==> src/rtl/jk_updown_counter.sv <==
// Presettable modulo-MODULUS up/down counter built from per-bit JK toggle stages, with cascade carry/borrow.
// Latency: Q and TC_PULSE update one clk edge after sampling; MAXMIN/RCO_N are combinational from Q, UP, EN.
// Backpressure: none; EN gates counting each edge, and downstream stages are enabled from ~RCO_N.
module jk_updown_counter #(
    parameter int WIDTH   = 4,
    parameter int MODULUS = 16
) (
    input  logic             clk,
    input  logic             CLR_N,
    input  logic             EN,
    input  logic             UP,
    input  logic             LOAD,
    input  logic [WIDTH-1:0] D,
    output logic [WIDTH-1:0] Q,
    output logic [WIDTH-1:0] QBAR,
    output logic             MAXMIN,
    output logic             RCO_N,
    output logic             TC_PULSE
);

    localparam logic [WIDTH-1:0] MAX_Q   = WIDTH'(MODULUS - 1);
    localparam logic [WIDTH:0]   MOD_EXT = (WIDTH + 1)'(MODULUS);

    // Master-slave JK stage next state: J sets, K resets, J=K=1 toggles.
    function automatic logic jk_next(input logic q, input logic j, input logic k);
        return (j & ~q) | (~k & q);
    endfunction

    logic [WIDTH-1:0] t;
    logic [WIDTH-1:0] q_jk;
    logic [WIDTH-1:0] q_next;
    logic             ones_below;
    logic             zeros_below;
    logic             at_max;
    logic             at_zero;
    logic             over_range;
    logic             wrap;

    always_comb begin
        t           = '0;
        q_jk        = '0;
        ones_below  = 1'b1;
        zeros_below = 1'b1;
        for (int i = 0; i < WIDTH; i++) begin
            t[i]        = EN & (UP ? ones_below : zeros_below);
            q_jk[i]     = jk_next(Q[i], t[i], t[i]);
            ones_below  = ones_below & Q[i];
            zeros_below = zeros_below & ~Q[i];
        end
    end

    assign at_max     = (Q == MAX_Q);
    assign at_zero    = (Q == '0);
    assign over_range = ({1'b0, Q} >= MOD_EXT);
    assign wrap       = UP ? (at_max | over_range) : at_zero;

    // The modulus wrap overrides the binary toggle pattern; with a full-range modulus both agree.
    always_comb begin
        q_next = q_jk;
        if (wrap) begin
            q_next = UP ? '0 : MAX_Q;
        end
    end

    always_ff @(posedge clk or negedge CLR_N) begin
        if (!CLR_N) begin
            Q        <= '0;
            TC_PULSE <= 1'b0;
        end else if (LOAD) begin
            Q        <= D;
            TC_PULSE <= 1'b0;
        end else if (EN) begin
            Q        <= q_next;
            TC_PULSE <= wrap;
        end else begin
            TC_PULSE <= 1'b0;
        end
    end

    assign QBAR   = ~Q;
    assign MAXMIN = (UP & at_max) | (~UP & at_zero);
    assign RCO_N  = ~(EN & MAXMIN);

endmodule

==> config.mk <==
export PLATFORM = sky130hd
export DESIGN_NAME = jk_updown_counter
export DESIGN_NICKNAME = d
export VERILOG_FILES = /design/src/rtl/jk_updown_counter.sv
export SDC_FILE = /design/constraint.sdc
export NUM_CORES = 1
export LEC_CHECK = 0
export ABC_CLOCK_PERIOD_IN_PS = 5400
export CAP_MARGIN = 20
export CORE_AREA = 2 2 39 41
export CTS_BUF_LIST = sky130_fd_sc_hd__clkbuf_4
export DETAILED_ROUTE_END_ITERATION = 10
export DIE_AREA = 0 0 41 43
export GPL_TIMING_DRIVEN = 0
export SYNTH_ARGS = -nofsm -noshare
export SYNTH_HDL_FRONTEND = slang
export SYNTH_SLANG_ARGS = --single-unit
export TNS_END_PERCENT = 10
==> constraint.sdc <==
create_clock -name clk -period 5.4 [get_ports clk]
set_clock_uncertainty 0.15 [all_clocks]
set_input_delay 0.81 -clock clk [delete_from_list [all_inputs] [get_ports clk]]
set_output_delay 0.81 -clock clk [all_outputs]
set_load 0.01 [all_outputs]
* Yosys cells after proc, flatten, opt, wreduce, memory -nomap -nowiden
Cells that the tools add are included.
** Cells by class
- Bitwise logic cells :: 34
- Equal/unequal tests :: 1
- Reductions and logical operators :: 2
- Multiplexer cells :: 10
** Operators by type and width (count)
- AND 1 bit :: 18
- 2-to-1 mux 4 bit :: 4
- inverter 1 bit :: 10
- 2-to-1 mux 1 bit :: 6
- bitwise OR 1 bit :: 5
- == test 4 bit, second input constant :: 1
- zero test 4 bit :: 1
- inverter 4 bit :: 1
- nonzero test 2 bit :: 1
** Storage, ports and cells
- Word-level logic and storage cells :: 49
- Output and inout bits :: 11
- Input bits :: 9
- Register bits :: 5

* Depth between registers and ports, before layout
- Word-level depth :: 11
- Mapped depth :: 4

* Worst setup path after synthesis
No wires, ideal clock.
- Path kind :: in2out
- From :: in UP
- To :: out RCO_N
- Slack :: 2756 ps
- Path buffers :: 0
- Arrival time :: 1684 ps
- Stages :: 3
- Cells stage by stage :: or4_4 -> mux2i_2 -> nand2_1
** Between the ends
- Cells in the longest elaborated chain, start to end :: 5
- Elaborated cells between the ends (all ways) :: 6
** RTL lines
- start: declaration :: RTL line 11 : input logic UP,
- inverter 1 bit :: RTL line 81 : assign MAXMIN = (UP & at_max) | (~UP & at_zero);
- AND 1 bit :: RTL line 81
- bitwise OR 1 bit (*) :: RTL line 81
- named net MAXMIN :: RTL line 16 : output logic MAXMIN,
- AND 1 bit (*) :: RTL line 82 : assign RCO_N = ~(EN & MAXMIN);
- inverter 1 bit (*) :: RTL line 82
- end: declaration :: RTL line 17 : output logic RCO_N,
The timed path passes the listed nets; every way through them passes the cells marked *.

* Worst setup path after layout
- From :: in UP
- To :: out MAXMIN
** Between the ends
- Cells in the longest elaborated chain, start to end :: 3
- Elaborated cells between the ends (all ways) :: 4
** RTL lines (RTL line)
- inverter 1 bit :: 81
- AND 1 bit :: 81
- bitwise OR 1 bit (*) :: 81
- end: declaration :: 16
Mark *: on every way between the ends. The rest lies on a longest branch, timed or not.

==> results.md <==
- Outcome: finished, final reports clean
- # nets final: 71
- Die Wd: about 41 µm
- Synth Register Bits: 5
- Global-route met2 utilization: between 10% and 20%
- Max-slew violation count: 0
- Row count: 14
- Most frequent cells in the layout: 18 x clkdlybuf4s50_1, 5 x dfrtp_1, 5 x inv_1, 4 x nand2_1, 4 x clkbuf_4
- Share of cells above drive strength 1: about 15%
- DR iter-0 viols: 2
- Syn. warnings: 0
- Post-route setup TNS: 0 ns
- Global Route Usage Sum: roughly 11%
- Routed wire length: about 830 µm
- WS Path Type: input pin to output pin
- Initial DRT Pass Iterations: 2
- Hold Buf Count CTS: 0
- Yosys top cell by area: dfrtp_1
- H-tree depth: 1
- Synth unique cells: 23
- Ports: 20
- Die ar.: about 0.0018 mm²
- Vias in the first global route: 328
- Chip Height: between 40 and 50 µm
- Max_cap viols: 0
- Syn_nets: between 40 and 50
- RSZ-0062 raised after global routing: false
- Core area: 0.00138 mm²
- Gr ovfl total: 0
- Largest net degree at the start of global routing: 11
- Slew HR: 74.6%
- Post-synth top area share: 35.8%
- Hold depth: 2
- Routed Antenna Nets: 0
- Clk_lat worst skew: ~0.24 ns
- Syn-to-layout area delta: 65.9%
- Register-to-register setup slack: between 3 and 4 ns
- WL/cell: about 11 µm
- Min Tclk post-route: roughly 3.6 ns
- Top post-synthesis cells by area: dfrtp_1 36%, inv_1 5.4%, xnor2_1 5.0%, nand2_1 4.3%, nor3b_1 4.3%
- Ratio of final minimum period to clock period: 66.7%
- Min Hold Slack: 0.474 ns
- CTS max path bufs: 2
- Synthesized instance count: 39
- Clk pin slew, worst setup/hold paths: 0.04 ns
- Max Fclk: 278 MHz
- Reg-to-reg startpoint: Q[0]
- Met1 Use GR: between 10% and 20%
- Combinational share of power: 35.8%
- Commonest non-fill, non-tap cell in the layout: clkdlybuf4s50_1
- Min-Delay Endpoint: Q[3]
- Nature of the critical path endpoint: output pin
- Worst reg-to-reg path cell count: 4
- Synth Area per Inst: 8.95 µm²
- Mapped Area: 349 µm²
- Most Used Layer, Global Route: met2
- Clock Sinks: 5
- LEAKAGE: 0.243 nW
- R2r endpoint: Q[3]
- Required @ worst endpoint: 4.44 ns
- Worst Path Arrival: 2.64 ns
- Final Setup Violations: 0
- Internal power: 0.106 mW
- Global-route wire length before repair: 1310 µm
- Initial Util: 25.2%
- Worst vdd rail ir drop: between 0.1 and 0.15 mV
- Net Switching: 0.0414 mW
- Slew at the pin with the worst max-slew slack: 0.380 ns
- Clock power frac: roughly a third
- Grt met3 use: 3.14%
- Post CTS Setup Buffer Count: 0
- Port bufs: 18
- CTS tree: yes
- Cts bufs inserted: 3
- Placed wire-length estimate: between 600 and 700 µm
- DRC: 0
- Sw Ratio: 28.1%
- Register area share after synthesis: 35.8%
- Root Buffer: clkbuf_4
- Routed via count: 344
- Pwr dens: 254 mW/mm²
- Sequential Power Share: 31.9%
- GP Congestion: 0.657
- Diodes inserted: 0
- Final hold vios: 0
- Critical Path Source Type: input pin
- Number of gates resized after cts: 0
- Pwr Total: 0.147 mW
- Hold_sp: Q[3]
- Initial antenna violation count: 0
- Crit Path Max Fanout: 5
- Worst Hold Class: flop to flop
- Drt via density: 4.47
## worst max-delay path, cell delays in order
cell,delay (ns)
clkdlybuf4s50_1,0.51
or4_4,0.55
mux2i_2,0.20
clkdlybuf4s50_1,0.57
## power by group through the flow
| stage | logic [mW] | clock network (mW) | registers [mW] |
|---|---|---|---|
| 3_5_place_dp | 0.0532 | 0 | 0.0475 |
| 2_1_floorplan | 0.0236 | 0 | 0.0488 |
| 6_report | 0.0527 | 0.0477 | 0.0470 |
| 4_1_cts | 0.0534 | 0.0498 | 0.0471 |
| 5_1_grt | 0.0577 | 0.0522 | 0.0478 |
| 3_3_place_gp | 0.0526 | 0 | 0.0474 |
## state kept, by name, summed over array words and instances, names as in the netlist
signal and flops:
Q 4, TC_PULSE 1
## area by class of cell
cell class                      count  area (µm²)
Buffer                              3        20.0
Clock buffer                        4        30.0
Fill cell                         151         805
Inverter                            5        18.8
Multi-Input combinational cell     26         185
Sequential cell                     5         125
Tap cell                           16        20.0
Timing Repair Buffer               18         180
## cells by family (layout without fill, tap and decap cells)
logic type | count (synthesis) | in the layout | synth area share, %
compound gates | 7 | 7 | 17.2
xor+xnor | 2 | 2 | 5.02
buf+inv | 8 | 30 | 11.1
flops | 5 | 5 | 35.8
mux | 1 | 1 | 3.94
simple gates | 16 | 16 | 26.9
## cell usage after synthesis
cell type / count
nand4_1: 2
a211o_1: 1
a21oi_1: 1
or4b_1: 1
o21ai_0: 1
nand3_1: 2
clkbuf_1: 1
dfrtp_1: 5
buf_2: 1
a311o_1: 1
nand2b_1: 1
a2111o_1: 1
a211oi_1: 1
buf_6: 1
mux2i_2: 1
xnor2_1: 2
nand2_1: 4
o211ai_2: 1
or4_4: 1
and2_1: 1
nor2_1: 2
nor3b_1: 2
inv_1: 5
## metal layers
layer | up-vias | part of all wire (%)
li1 | 183 | -
met1 | 146 | 45
met2 | 15 | 43
met3 | 0 | 12
met4 | 0 | 0
met5 | - | 0
## worst max path at each step
stage,startpoint,to
after floorplan,UP,RCO_N
after global placement,UP,MAXMIN
after detailed placement,UP,MAXMIN
after CTS,UP,MAXMIN
after global routing,UP,MAXMIN
final,UP,MAXMIN
## per-stage QoR
step / setup WS, ns / cell area (µm²) / util [%] / cells
floorplan: 2.76 / 349 / - / 39
global placement: 1.83 / 549 / 39.7 / 73
detailed placement: 1.81 / 549 / 39.7 / 73
CTS: 1.79 / 579 / 41.9 / 77
global route: 1.73 / 579 / 41.9 / 77
finish: 1.80 / 579 / 41.9 / 77
Power figures use the tool's default switching activity.
